### config.mk
export PLATFORM = sky130hd
export DESIGN_NAME = multi_scoreboard
export DESIGN_NICKNAME = d
export VERILOG_FILES = /design/src/rtl/multi_scoreboard.sv
export SDC_FILE = /design/constraint.sdc
export NUM_CORES = 1
export LEC_CHECK = 0
export ABC_CLOCK_PERIOD_IN_PS = 33800
export BUFFER_PORTS_ARGS = -buffer_cell sky130_fd_sc_hd__buf_2
export CAP_MARGIN = 25
export CORE_ASPECT_RATIO = 0.75
export CORE_MARGIN = 10
export CORE_UTILIZATION = 60
export CTS_BUF_LIST = sky130_fd_sc_hd__clkbuf_2 sky130_fd_sc_hd__clkbuf_4 sky130_fd_sc_hd__clkbuf_8
export CTS_CLUSTER_SIZE = 16
export DETAILED_ROUTE_END_ITERATION = 7
export GPL_ROUTABILITY_DRIVEN = 0
export HOLD_SLACK_MARGIN = 0.02
export PLACE_DENSITY = 0.75
export SETUP_SLACK_MARGIN = 0.5
export SLEW_MARGIN = 20
export SYNTH_ARGS = -nofsm -noshare
export SYNTH_HDL_FRONTEND = slang
export SYNTH_SLANG_ARGS = --single-unit
### constraint.sdc
create_clock -name clk -period 33.8 [get_ports clk]
set_input_delay 3.38 -clock clk [delete_from_list [all_inputs] [get_ports clk]]
set_output_delay 3.38 -clock clk [all_outputs]
set_load 0.03 [all_outputs]
### src/rtl/multi_scoreboard.sv
// Multi-channel event/sample scoreboard with freeze, sync clear, wrap/saturate counting
// and a snapshot that streams one channel per beat over a valid/ready port.
module multi_scoreboard #(
  parameter int unsigned NUM_CH    = 4,
  parameter int unsigned CTR_WIDTH = 32,
  parameter bit          SATURATE  = 1'b0
) (
  input  logic                                        clk,
  input  logic                                        reset,
  input  logic                                        i_freeze,
  input  logic                                        i_clear,
  input  logic [NUM_CH-1:0]                           i_event,
  input  logic                                        i_snap,
  output logic                                        o_busy,
  output logic                                        o_valid,
  input  logic                                        i_ready,
  output logic [((NUM_CH > 1) ? $clog2(NUM_CH) : 1)-1:0] o_ch,
  output logic [CTR_WIDTH-1:0]                        o_event_ctr,
  output logic [CTR_WIDTH-1:0]                        o_data_ctr,
  output logic                                        o_ovf,
  output logic                                        o_last
);

  localparam int unsigned          CH_W     = (NUM_CH > 1) ? $clog2(NUM_CH) : 1;
  localparam logic [CH_W-1:0]      LAST_CH  = CH_W'(NUM_CH - 1);
  localparam logic [CTR_WIDTH-1:0] CTR_MAX  = '1;
  localparam logic [CTR_WIDTH-1:0] WRAP_VAL = SATURATE ? CTR_MAX : '0;

  typedef enum logic {IDLE, STREAM} state_t;

  state_t                 state_q, state_d;
  logic [CTR_WIDTH-1:0]   ev_ctr_q [NUM_CH];
  logic [CTR_WIDTH-1:0]   ev_ctr_d [NUM_CH];
  logic [NUM_CH-1:0]      ovf_q, ovf_d;
  logic [CTR_WIDTH-1:0]   data_ctr_q, data_ctr_d;
  logic                   ovf_data_q, ovf_data_d;
  logic [CTR_WIDTH-1:0]   sh_ev_q [NUM_CH];
  logic [CTR_WIDTH-1:0]   sh_ev_d [NUM_CH];
  logic [NUM_CH-1:0]      sh_ovf_q, sh_ovf_d;
  logic [CH_W-1:0]        ch_q, ch_d;
  logic [CTR_WIDTH-1:0]   ev_out_q, ev_out_d;
  logic [CTR_WIDTH-1:0]   data_out_q, data_out_d;
  logic                   ovf_out_q, ovf_out_d;
  logic                   last_q, last_d;

  logic [CTR_WIDTH:0]     data_bump;
  logic [CTR_WIDTH:0]     ev_bump [NUM_CH];

  // {overflow, next value} of a single increment under the configured overflow mode
  function automatic logic [CTR_WIDTH:0] bump(input logic [CTR_WIDTH-1:0] v);
    if (v == CTR_MAX) return {1'b1, WRAP_VAL};
    return {1'b0, v + CTR_WIDTH'(1)};
  endfunction

  assign data_bump = bump(data_ctr_q);
  for (genvar n = 0; n < NUM_CH; n++) begin : g_bump
    assign ev_bump[n] = bump(ev_ctr_q[n]);
  end

  // Live counters: clear beats freeze beats count
  always_comb begin
    data_ctr_d = data_ctr_q;
    ovf_data_d = ovf_data_q;
    ev_ctr_d   = ev_ctr_q;
    ovf_d      = ovf_q;
    if (i_clear) begin
      data_ctr_d = '0;
      ovf_data_d = 1'b0;
      ovf_d      = '0;
      for (int n = 0; n < NUM_CH; n++) ev_ctr_d[n] = '0;
    end else if (!i_freeze) begin
      data_ctr_d = data_bump[CTR_WIDTH-1:0];
      ovf_data_d = ovf_data_q | data_bump[CTR_WIDTH];
      for (int n = 0; n < NUM_CH; n++) begin
        if (i_event[n]) begin
          ev_ctr_d[n] = ev_bump[n][CTR_WIDTH-1:0];
          ovf_d[n]    = ovf_q[n] | ev_bump[n][CTR_WIDTH];
        end
      end
    end
  end

  // Snapshot / stream FSM; the first beat is loaded straight from the pre-edge live values
  always_comb begin
    state_d    = state_q;
    sh_ev_d    = sh_ev_q;
    sh_ovf_d   = sh_ovf_q;
    ch_d       = ch_q;
    ev_out_d   = ev_out_q;
    data_out_d = data_out_q;
    ovf_out_d  = ovf_out_q;
    last_d     = last_q;
    case (state_q)
      IDLE: begin
        if (i_snap) begin
          sh_ev_d    = ev_ctr_q;
          sh_ovf_d   = ovf_q | {NUM_CH{ovf_data_q}};
          ch_d       = '0;
          ev_out_d   = ev_ctr_q[0];
          data_out_d = data_ctr_q;
          ovf_out_d  = ovf_q[0] | ovf_data_q;
          last_d     = (NUM_CH == 1);
          state_d    = STREAM;
        end
      end
      STREAM: begin
        if (i_ready) begin
          if (last_q) begin
            last_d  = 1'b0;
            state_d = IDLE;
          end else begin
            ch_d      = ch_q + CH_W'(1);
            ev_out_d  = sh_ev_q[ch_d];
            ovf_out_d = sh_ovf_q[ch_d];
            last_d    = (ch_d == LAST_CH);
          end
        end
      end
      default: state_d = IDLE;
    endcase
  end

  always_ff @(posedge clk or posedge reset) begin
    if (reset) begin
      state_q    <= IDLE;
      data_ctr_q <= '0;
      ovf_data_q <= 1'b0;
      ovf_q      <= '0;
      sh_ovf_q   <= '0;
      ch_q       <= '0;
      ev_out_q   <= '0;
      data_out_q <= '0;
      ovf_out_q  <= 1'b0;
      last_q     <= 1'b0;
      for (int n = 0; n < NUM_CH; n++) begin
        ev_ctr_q[n] <= '0;
        sh_ev_q[n]  <= '0;
      end
    end else begin
      state_q    <= state_d;
      data_ctr_q <= data_ctr_d;
      ovf_data_q <= ovf_data_d;
      ovf_q      <= ovf_d;
      sh_ovf_q   <= sh_ovf_d;
      ch_q       <= ch_d;
      ev_out_q   <= ev_out_d;
      data_out_q <= data_out_d;
      ovf_out_q  <= ovf_out_d;
      last_q     <= last_d;
      for (int n = 0; n < NUM_CH; n++) begin
        ev_ctr_q[n] <= ev_ctr_d[n];
        sh_ev_q[n]  <= sh_ev_d[n];
      end
    end
  end

  assign o_busy      = (state_q == STREAM);
  assign o_valid     = (state_q == STREAM);
  assign o_ch        = ch_q;
  assign o_event_ctr = ev_out_q;
  assign o_data_ctr  = data_out_q;
  assign o_ovf       = ovf_out_q;
  assign o_last      = last_q;

endmodule

## Word level (Yosys, flattened, before mapping)

Index checks and enable logic that the tools add are counted.

| cells by class | value |
|---|---|
| add/sub/neg operators | 6 |
| magnitude comparators | 2 |
| eq/ne operators | 10 |
| mux-type cells | 56 |
| bitwise logic cells | 9 |
| reduce and logical (&&, ||, !) cells | 11 |

Operator list:

| operator | count |
|---|---|
| two-way mux 32 bit | 11 |
| two-way mux 33 bit | 10 |
| two-way mux 128 bit | 2 |
| adder 32 x 1 -> 32 bit, second input constant | 5 |
| equality test 32 bit, second input constant | 5 |
| binary-select mux 32 bit (select 2 bit) | 1 |
| one-hot mux 32 bit (2 select lines) | 1 |
| two-way mux 1 bit | 21 |
| AND reduction 2 bit | 6 |
| two-way mux 4 bit | 2 |
| nonzero test 2 bit | 4 |
| two-way mux 2 bit | 3 |
| inequality test 2 bit, second input constant | 3 |
| OR 1 bit | 6 |
| one-hot mux 1 bit (2 select lines) | 3 |
| OR 4 bit | 1 |
| one-hot mux 2 bit (2 select lines) | 1 |
| >= comparator 3 bit, second input constant | 1 |
| less-than comparator 2 x 3 -> 1 bit, second input constant | 1 |
| inverter 2 -> 3 bit | 1 |
| AND reduction 3 bit | 1 |
| adder 2 x 1 -> 2 bit, second input constant | 1 |
| binary-select mux 1 bit (select 2 bit) | 1 |
| equality test 2 bit, second input constant | 1 |
| 2 further kinds | 2 |

| storage, ports and cells | value |
|---|---|
| bits in registers | 366 |
| input port bits | 10 |
| output and inout port bits | 70 |
| logic and storage cells | 115 |

## Logic depth before layout (Yosys ltp)

| depth | value |
|---|---|
| depth in word-level cells | 8 |
| gate-level depth with buffers | 9 |
| gate-level depth less buffers | 6 |

## Least setup slack after synthesis

No wires, ideal clock.

| timing | value |
|---|---|
| path type | input port to flip-flop |
| from | input i_freeze |
| to | register data_ctr_q[26] |
| library setup time | 119 ps |
| arrival time | 4802 ps |
| path slack | 28880 ps |
| stages on the path | 6 |
| path buffers | 1 |
| cell sequence | clkbuf_1 > nor2b_1 > or4b_1 > nor4_1 > xnor2_1 > nor2_1 |

| on the way | value |
|---|---|
| word-level cells in the longest chain between the ends | 1 |

RTL lines:

| element | RTL line | RTL |
|---|---|---|
| start, declared | 10 | `input logic i_freeze,` |
| inequality test 2 x 1 -> 1 bit (no line) | -- |  |
| end signal, assigned | 141 | `data_ctr_q <= data_ctr_d;` |
| end, declared | 35 | `logic [CTR_WIDTH-1:0] data_ctr_q, data_ctr_d;` |

No other way between the ends.
A chain may end at the register's enable or synchronous reset.

## Worst setup path after layout

| timing | value |
|---|---|
| from | register state_q (netlist: o_busy) |
| to | output o_valid |

RTL lines:

| element | RTL line | RTL |
|---|---|---|
| start, declared | 31 | `state_t state_q, state_d;` |
| start signal, assigned | 140 | `state_q <= state_d;` |
| end, declared | 15 | `output logic o_valid,` |

No word-level cell between the ends.

==> reports/metrics.cfg <==
[pwr]
power.leakage_uw = 0.00939
internal_power_uw = 738
p_switching_uw = 325
power_density_nw_per_um2 = 56.0
vdd_drop_max_v = 0.0000423
p_clk_share_pct = 37.0
p_seq_share_pct = 45.2
p_sw_share_pct = 30.6
combPwrFrac_pct = 17.8

[synthesis]
yosys_warnings = 0
synth_edf_count = 0
synth_area_leaders = dfrtp_1 (54%), nand2_1 (13%), mux4_2 (4.4%), xor2_1 (4.2%), nor2_1 (4.0%)
synth_most_common_cell = nand2_1
ys_async_sr_fraction_pct = 100
ys_ff_latch = 366
ys_seq_area_share_pct = 53.7
ys_types = 57
synth_top_area_share_pct = 53.7
yosysTopAreaCell = dfrtp_1
syn_area_per_cell_um2 = 9.53
synth_nets = 1804
synth_area_um2 = 17000
ys_top_cells_by_count = nand2_1 (571), dfrtp_1 (366), nor2_1 (180)
syn_inst = 1788
ys.flop_type = dfrtp_1

[die]
die_y_um = 166
core.rowCount = 53
fp.dieArea_um2 = 35600
pin_count = 80
start_util_pct = 60.9
core-area_um2 = 28000
fp.dieW_um = 215

[critical_path]
crit_family = buffers and inverters
cp-end-kind = primary output
slowest_delay_ns = 0.74
worstPathArrival_ns = 2.18
cp.required_ns = 30.42
critPathMaxFanout = 26
slowest_stage = dfrtp_2
path_cells = buf_4 -> buf_2
crit_buf_inv = 2
path_class = reg -> out
startpoint_type = flop

[cells_and_area]
antenna_cells = 0
drive_above_1_share_pct = 13.3
nFillCells = 2260
register_area_um2 = 9160
syn_to_final_growth_pct = 11.4
multi_input_area_um2 = 7430
nets = 1876

[timing]
rsz0062_at_grt = no
slew_headroom_pct = 32.3
fmax_mhz = 180
fin_crit_sh_pct = 16.4
setup_viol = 0
whs_ns = 0.468
fin_worst_skew_ns = 0.0253
tns_ns = 0
final_hold_viol_count = 0
period_needed_ns = 5.56
final_max_slew_viol_count = 0
worst_slack_ns = 28.24
worstMarginPinSlew_ns = 1.01

[grt]
grt.total_usage_pct = 24.1
grt.overflow.total = 0
grt_pass1_vias = 12711
grt_start_max_net_pins = 165
antenna_found_initial = 2
grt_first_pass_wirelength_um = 69700

[placed_design]
io_buffer_count = 79
pre_cts_ws_ns = 28.20
dp_hpwl_um = 29000

[drt]
initialDrtViolationCount = 1248
antenna_left = 0
routed_wl_um = 43100
wl_per_cell_um = 18.8
vias = 13125
firstDrtPassIters = 5
drc = 0
vias_per_cell = 5.73

[worst_hold_path]
holdCritPathClass = reg -> reg

[clock_tree]
cts_hold_buf = 0
cts_tree = yes
clock_sinks = 366
htreeDepth = 2
root_buffer = clkbuf_8
cts_made_buffers = 56
cts_resized = 0
clockBufferDepth = 3
postCtsSetupBuffers = 0
clock_latency_ns = 0.62
clkSlewWorstSetupHoldPaths_ns = 0.06

[run]
max_cap_violations = 0

[run_status]
outcome = finished, final reports clean

-- worst paths after layout --
kind                                from            end  slack (ns)  cells after the start
setup / recovery                  o_busy        o_valid       28.24                      2
hold / removal             o_data_ctr[5]  o_data_ctr[5]        0.47                      2
setup reg to reg                  o_busy    sh_ev_q[53]       30.62                      6
hold reg to reg            o_data_ctr[5]  o_data_ctr[5]        0.47                      2
max in group asynchronous          reset    sh_ev_q[31]       29.26                      3
min in group asynchronous          reset        o_ch[1]        2.90                      2
-- layout by cell type, fill, tap and decap left out, types with 3 or more instances in the layout --
master    synthesis  final
mux4_2           33     33
nor2b_1           7      6
clkbuf_8          0     68
buf_2            13     79
o21ai_0          54     54
a31oi_1           3      3
inv_1            22     21
buf_4             1     13
nor3_1           27     27
clkbuf_4          0     21
and3_1           20     20
mux2_2            3      3
or4_1             5      5
mux2i_1          35     35
ha_1              6      6
nand4_2           3      3
nand2_1         571    571
nor2_1          180    180
clkinv_2          0     10
a211oi_1          5      5
and4_1            8      8
and2_1            7      7
buf_8             0      4
a22o_1            4      4
dfrtp_1         366    364
nand3_1          62     62
nand2b_1          5      4
nor4_1           21     21
nand4_1          60     60
xor2_1           82     82
nand4b_1          4      4
a21oi_1          17     16
or3_1             8      8
xnor2_1          59     59
-- metrics by stage --
step	std cells	cell area, um2	power (uW)	utilization (%)
finish	2290	19000	1060	67.9
global route	2290	19000	1110	67.9
CTS	2285	18900	1070	67.6
detailed placement	2182	17700	676	63.2
global placement	2181	17700	673	63.1
floorplan	1788	17000	622	-
-- state kept, by name, indices dropped and copies added, names as in the netlist --
name         count
o_data_ctr      32
o_ovf            1
o_busy           1
sh_ovf_q         4
ev_ctr_q       128
o_ch             2
ovf_q            4
o_last           1
data_ctr_q      32
ovf_data_q       1
o_event_ctr     32
sh_ev_q        128
-- power by group through the flow --
stage / Combinational [uW] / Sequential, uW / Clock (uW)
detailed placement: 189 / 488 / 0
global placement: 186 / 487 / 0
CTS: 189 / 480 / 401
global route: 204 / 483 / 420
finish: 189 / 481 / 394
floorplan: 125 / 497 / 0
-- kinds of logic (layout without fill, tap and decap cells) --
group           Yosys count  count (layout)  synth area share [%]
compound gates          100             100                  3.64
xor+xnor                141             141                  7.25
fa+ha+maj                 6               6                 0.440
buf+inv                 107             224                  2.85
flops                   366             366                  53.7
mux                      71              71                  6.61
simple gates            997             997                  25.5
-- worst reg2reg max path, cell delays in order, from the launching register on --
cell,delay (ns)
dfrtp_2,0.74
buf_4,0.53
nand2b_4,0.76
buf_4,0.51
buf_16,0.34
nand2_1,0.13
o21ai_0,0.08
-- metal layers --
metal	track usage [%]	vias to the layer above	share of wire, %
met1	35.8	6456	46
met3	6.50	63	9.9
met2	33.9	491	42
li1	-	6115	-
met4	6.77	0	1.9
met5	0	-	0
-- area by class of cell --
| class | instances | share of cell area, % |
|---|---|---|
| sequential | 366 | 48.2 |
| clock buffer | 89 | 5.76 |
| clock inverter | 14 | 0.659 |
| tap | 385 | 2.54 |
| timing repair buffer | 99 | 3.23 |
| multi-input combinational | 1315 | 39.1 |
| inverter | 22 | 0.474 |
Note: power is estimated with default switching activity, not from simulation.
